--- src/rtl/warp_scheduler.sv ---
// Single-issue warp scheduler: walks one warp at a time through FETCH..UPDATE,
// then picks the next warp round-robin while tracking halted and barrier-parked warps.
module warp_scheduler #(
    parameter int NUM_WARPS  = 4,
    parameter int WARP_IDX_W = (NUM_WARPS > 1) ? $clog2(NUM_WARPS) : 1
) (
    input  logic                  clk,
    input  logic                  reset,
    input  logic                  start,
    input  logic [NUM_WARPS-1:0]  warp_enable,
    input  logic                  fetch_done,
    input  logic                  decoded_halt,
    input  logic                  decoded_sync,
    input  logic                  decoded_mem_read_enable,
    input  logic                  decoded_mem_write_enable,
    input  logic                  lsu_busy,
    output logic [2:0]            warp_state,
    output logic [WARP_IDX_W-1:0] active_warp,
    output logic                  pc_update_en,
    output logic                  sync_release,
    output logic                  done
);

    typedef enum logic [2:0] {
        S_IDLE    = 3'd0,
        S_FETCH   = 3'd1,
        S_DECODE  = 3'd2,
        S_REQUEST = 3'd3,
        S_WAIT    = 3'd4,
        S_EXECUTE = 3'd5,
        S_UPDATE  = 3'd6,
        S_DONE    = 3'd7
    } state_t;

    state_t                  state, state_n;
    logic [WARP_IDX_W-1:0]   active, active_n;
    logic [NUM_WARPS-1:0]    alive, alive_n;
    logic [NUM_WARPS-1:0]    sync_wait, sync_wait_n;
    logic                    release_q, release_n;
    logic                    wait_first, wait_first_n;

    // First set bit of mask searching cur+1, cur+2, ... wrapping, ending at cur.
    function automatic logic [WARP_IDX_W-1:0] rr_pick(
        input logic [NUM_WARPS-1:0]  mask,
        input logic [WARP_IDX_W-1:0] cur
    );
        logic [WARP_IDX_W-1:0] pick;
        logic                  found;
        int                    idx;
        pick  = cur;
        found = 1'b0;
        for (int i = 1; i <= NUM_WARPS; i++) begin
            idx = (int'(cur) + i) % NUM_WARPS;
            if (!found && mask[idx]) begin
                pick  = idx[WARP_IDX_W-1:0];
                found = 1'b1;
            end
        end
        return pick;
    endfunction

    function automatic logic [WARP_IDX_W-1:0] lowest_set(input logic [NUM_WARPS-1:0] mask);
        logic [WARP_IDX_W-1:0] pick;
        pick = '0;
        for (int i = NUM_WARPS - 1; i >= 0; i--) begin
            if (mask[i]) pick = i[WARP_IDX_W-1:0];
        end
        return pick;
    endfunction

    always_ff @(posedge clk) begin
        if (!reset) begin
            state      <= S_IDLE;
            active     <= '0;
            alive      <= '0;
            sync_wait  <= '0;
            release_q  <= 1'b0;
            wait_first <= 1'b0;
        end else begin
            state      <= state_n;
            active     <= active_n;
            alive      <= alive_n;
            sync_wait  <= sync_wait_n;
            release_q  <= release_n;
            wait_first <= wait_first_n;
        end
    end

    // fetch_done acts as 'valid' for the fetched instruction (FETCH holds until it is seen);
    // lsu_busy acts as inverted 'ready' from the LSU (WAIT leaves only once it reads low).
    always_comb begin
        state_n      = state;
        active_n     = active;
        alive_n      = alive;
        sync_wait_n  = sync_wait;
        release_n    = 1'b0;
        wait_first_n = 1'b0;
        case (state)
            S_IDLE, S_DONE: begin
                if (start) begin
                    if (warp_enable != '0) begin
                        alive_n     = warp_enable;
                        sync_wait_n = '0;
                        active_n    = lowest_set(warp_enable);
                        state_n     = S_FETCH;
                    end else begin
                        state_n = S_DONE;
                    end
                end
            end
            S_FETCH:   if (fetch_done) state_n = S_DECODE;
            S_DECODE:  state_n = S_REQUEST;
            S_REQUEST: begin
                if (decoded_mem_read_enable || decoded_mem_write_enable) begin
                    state_n      = S_WAIT;
                    wait_first_n = 1'b1;
                end else begin
                    state_n = S_EXECUTE;
                end
            end
            S_WAIT:    if (!wait_first && !lsu_busy) state_n = S_EXECUTE;
            S_EXECUTE: state_n = S_UPDATE;
            S_UPDATE: begin
                if (decoded_halt)      alive_n[active]     = 1'b0;
                else if (decoded_sync) sync_wait_n[active] = 1'b1;
                if (alive_n == '0) begin
                    state_n = S_DONE;
                end else begin
                    // Every live warp is parked: the barrier is complete.
                    if ((alive_n & ~sync_wait_n) == '0) begin
                        sync_wait_n = '0;
                        release_n   = 1'b1;
                    end
                    active_n = rr_pick(alive_n & ~sync_wait_n, active);
                    state_n  = S_FETCH;
                end
            end
            default: state_n = S_IDLE;
        endcase
    end

    assign warp_state   = state;
    assign active_warp  = active;
    assign pc_update_en = (state == S_UPDATE);
    assign sync_release = release_q;
    assign done         = (state == S_DONE);

endmodule
--- config.mk ---
export PLATFORM = sky130hd
export DESIGN_NAME = warp_scheduler
export DESIGN_NICKNAME = d
export VERILOG_FILES = /design/src/rtl/warp_scheduler.sv
export SDC_FILE = /design/constraint.sdc
export NUM_CORES = 1
export LEC_CHECK = 0
export ABC_AREA = 1
export CORE_MARGIN = 8
export CORE_UTILIZATION = 46
export CTS_CLUSTER_DIAMETER = 50
export DETAILED_ROUTE_END_ITERATION = 6
export GPL_TIMING_DRIVEN = 0
export PLACE_DENSITY = 0.74
export SYNTH_ARGS = -nofsm -noshare
export SYNTH_HDL_FRONTEND = slang
export SYNTH_SLANG_ARGS = --single-unit
--- constraint.sdc ---
create_clock -name clk -period 2.1 [get_ports clk]
set_clock_uncertainty 0.1 [all_clocks]
set_input_delay 0.315 -clock clk [delete_from_list [all_inputs] [get_ports clk]]
set_output_delay 0.315 -clock clk [all_outputs]
set_load 0.005 [all_outputs]
==> load_flow_metrics.sql <==
INSERT INTO impl_metrics (metric_group, metric, value, unit) VALUES
('outcome', 'run_status', 'finished with violations', ''),
('outcome', 'violations', 'negative setup slack', ''),
('global_route', 'first_global_vias', '1346', ''),
('synth', 'synthesis.nets', '195', ''),
('global_route', 'grt.total_usage', '0.160', ''),
('global_route', 'gr-total-overflow', '0', ''),
('synth', 'synth_area', '1150', 'um2'),
('floorplanning', 'total_die_area', '4370', 'um2'),
('worst_setup_path', 'r2r_cells', '15', ''),
('clock_network', 'clk_pin_slew_worst_paths', '0.10', 'ns'),
('power_and_ir_drop', 'power.switching_fraction', '0.490', ''),
('floorplanning', 'floorplan.die.width', '66.1', 'um'),
('placed_design', 'hpwlAfterDp', '2290', 'um'),
('sta', 'timing.fmax', '0.464', 'GHz'),
('power_and_ir_drop', 'report.power.total', '2.19', 'mW'),
('power_and_ir_drop', 'power.static_leakage', '0.736', 'nW'),
('finish', 'antenna-diode-count', '0', ''),
('worst_setup_path', 'worst_setup_path_start_kind', 'register', ''),
('route', 'post_drt_via_cell_ratio', '5.34', ''),
('placed_design', 'gp_congestion', '0.879', ''),
('synth', 'async_flop_share', '0', ''),
('floorplanning', 'fp.coreArea', '2430', 'um2'),
('synth', 'synth_cell_type_count', '28', ''),
('finish', 'non_filler_cells_final', '254', ''),
('sta', 'maxSlewViolCount', '0', ''),
('min_path', 'min_to', 'sync_wait[1]', ''),
('worst_setup_path', 'cp_cell_sequence', 'inv_6 -> ha_4 -> a21oi_4 -> nand3_2 -> buf_4 -> buf_4 -> nand3_2 -> nand2_2 -> nor2_2 -> nor2_1 -> nand3_2 -> nand2_1 -> nor2_1 -> nand2_1 -> a21oi_2', ''),
('power_and_ir_drop', 'net-switching-power', '1.07', 'mW'),
('sta', 'setup_ws', '-0.0542', 'ns'),
('sta', 'layout_worst_path_cycle_share', '1.03', ''),
('route', 'routed-wl-met2', '1790', 'um'),
('global_route', 'grt_antenna_before_repair', '0', ''),
('worst_setup_path', 'top_family_by_delay_on_critical_path', 'simple AND/OR/NAND/NOR gates', ''),
('synth', 'synthesis.area_per_instance', '6.49', 'um2'),
('global_route', 'grt_max_degree', '11', ''),
('min_path', 'min-delay-path-class', 'reg2reg', ''),
('route', 'drt-initial-drc-count', '55', ''),
('placed_design', 'io_buffers', '20', ''),
('route', 'dr_total_vias', '1357', ''),
('sta', 'timing.final.setup_violations', '1', ''),
('floorplanning', 'floorplan.initialDensity', '0.475', ''),
('power_and_ir_drop', 'areal_power_density_over_the_cells', '1210', 'nW/um2'),
('clock_network', 'clock_sink_count', '15', ''),
('worst_setup_path', 'critPathMostFrequentCell', 'nand3_2', ''),
('route', 'dr.max_layer_used', 'met4', ''),
('clock_network', 'clock-root-buffer', 'clkbuf_4', ''),
('power_and_ir_drop', 'comb_power_share', '0.715', ''),
('route', 'route.detailed.wl_per_inst', '13.9', 'um'),
('power_and_ir_drop', 'max-vdd-ir-drop', '0.832', 'mV'),
('synth', 'ys_seq_area_frac', '0.260', ''),
('floorplanning', 'floorplan.rows', '18', ''),
('synth', 'synth-edff-count', '0', ''),
('clock_network', 'cts_made_buffers', '3', ''),
('min_path', 'hold_depth', '2', ''),
('worst_setup_path', 'reg2reg_to', 'active_warp[1]', ''),
('clock_network', 'ctsHtreeMaxLevel', '1', ''),
('placed_design', 'numPlacedInstances', '228', ''),
('global_route', 'wire_length_of_the_first_global_routing_pass', '5730', 'um'),
('worst_setup_path', 'required', '2.22', 'ns'),
('route', 'drt-pass1-iter-count', '4', ''),
('min_path', 'worst_hold_startpoint', 'sync_wait[1]', ''),
('clock_network', 'clk-insertion-delay-late', '0.29', 'ns'),
('synth', 'postSynth.topFlopCell', 'dfxtp_1', ''),
('route', 'wirelength', '3540', 'um'),
('synth', 'syn-instance-count', '178', ''),
('power_and_ir_drop', 'p_seq_frac', '0.203', ''),
('route', 'drt_drc', '0', ''),
('finish', 'fin_nets', '242', ''),
('sta', 'tns', '-0.0542', 'ns'),
('floorplanning', 'fp.dieH', '66.1', 'um'),
('worst_setup_path', 'timing.critical_path.buf_inv', '3', '');
[repair_timing]
item                                    in CTS  in global routing
pin swaps                                    9                 16
setup buffers                               12                 10
gates resized for setup                     26                 28
hold endpoints to repair                     0                  0
endpoints found under the setup margin       5                 11
[worst min-delay path, cell delays in order, from the launching register on]
cell and delay [ns]:
dfxtp_1 0.32, nand2_1 0.06, a21oi_1 0.05
[synth_stat cells, types with 4 or more instances]
| master | count | area (um2) |
|---|---|---|
| ha_1 | 4 | 50.1 |
| nand3_1 | 19 | 95.1 |
| nand2_1 | 39 | 146 |
| inv_1 | 18 | 67.6 |
| dfxtp_1 | 15 | 300 |
| inv_2 | 5 | 18.8 |
| o21ai_0 | 9 | 45.0 |
| a21oi_1 | 17 | 85.1 |
| nor2_1 | 15 | 56.3 |
| nand3_2 | 6 | 60.1 |
| nand2_2 | 5 | 31.3 |
| a21oi_2 | 5 | 43.8 |
[area by class of cell]
cell class                      instances  area (um2)
Clock buffer                            3        22.5
Clock inverter                          1        5.00
Timing Repair Buffer                   42         369
Buffer                                  2        16.3
Multi-Input combinational cell        137         936
Fill cell                             182         631
Sequential cell                        15         313
Tap cell                               30        37.5
Inverter                               24         103
[layer usage]
layer	vias to the layer above	GRT usage
li1	690	-
met1	622	0.180
met2	39	0.282
met3	6	0.0508
met4	0	0.0400
met5	-	0
[power by group through the flow]
| stage | Sequential (mW) | Clock [mW] | Combinational (mW) |
|---|---|---|---|
| final | 0.445 | 0.178 | 1.56 |
| after CTS | 0.430 | 0.179 | 1.29 |
| after detailed placement | 0.422 | 0 | 1.09 |
| after global routing | 0.456 | 0.195 | 1.71 |
| after global placement | 0.419 | 0 | 1.06 |
| after floorplan | 0.410 | 0 | 0.833 |
[kinds of logic (layout without fill, tap and decap cells)]
group           Yosys count  after routing  synth area share
fa+ha+maj                 4              4            0.0433
compound gates           39             39             0.207
flops                    15             15             0.260
buf+inv                  26             72            0.0867
simple gates             94             94             0.403
[stage by stage]
stage	hold slack, ns	worst slack, ns	util	area (um2)
after global routing	0.397	-0.204	0.741	1800
after detailed placement	0.355	-0.446	0.573	1390
after global placement	0.351	-0.390	0.573	1390
after floorplan	0.328	0.00605	-	1160
after CTS	0.371	-0.0341	0.657	1600
final	0.370	-0.0542	0.741	1800
[state kept, by name, summed over array words and instances (netlist names)]
name and flops:
sync_wait 4, wait_first 1, active_warp 2, sync_release 1, alive 4, warp_state 3
[how the worst max path moves through the flow]
| stage | start | end | slack (ns) | cells after the start |
|---|---|---|---|---|
| after global placement | decoded_halt | active_warp[1] | -0.39 | 17 |
| after detailed placement | decoded_halt | active_warp[1] | -0.45 | 16 |
| after CTS | active_warp[0] | warp_state[1] | -0.03 | 9 |
| after global routing | active_warp[1] | active_warp[1] | -0.20 | 17 |
| final | active_warp[1] | active_warp[1] | -0.05 | 15 |
| after floorplan | active_warp[1] | active_warp[1] | 0.006 | 16 |
[cells in the final DEF (no fill, tap or decap), types with 10 or more instances in the layout]
master / synthesis / final
a21oi_1: 17 / 17
nor2_1: 15 / 12
clkdlybuf4s50_1: 0 / 17
nand3_2: 6 / 14
buf_4: 0 / 22
dfxtp_1: 15 / 11
nand3_1: 19 / 10
nand2_1: 39 / 33
nand2_2: 5 / 11
inv_1: 18 / 16
No activity file was read; power rests on OpenSTA's default activity.
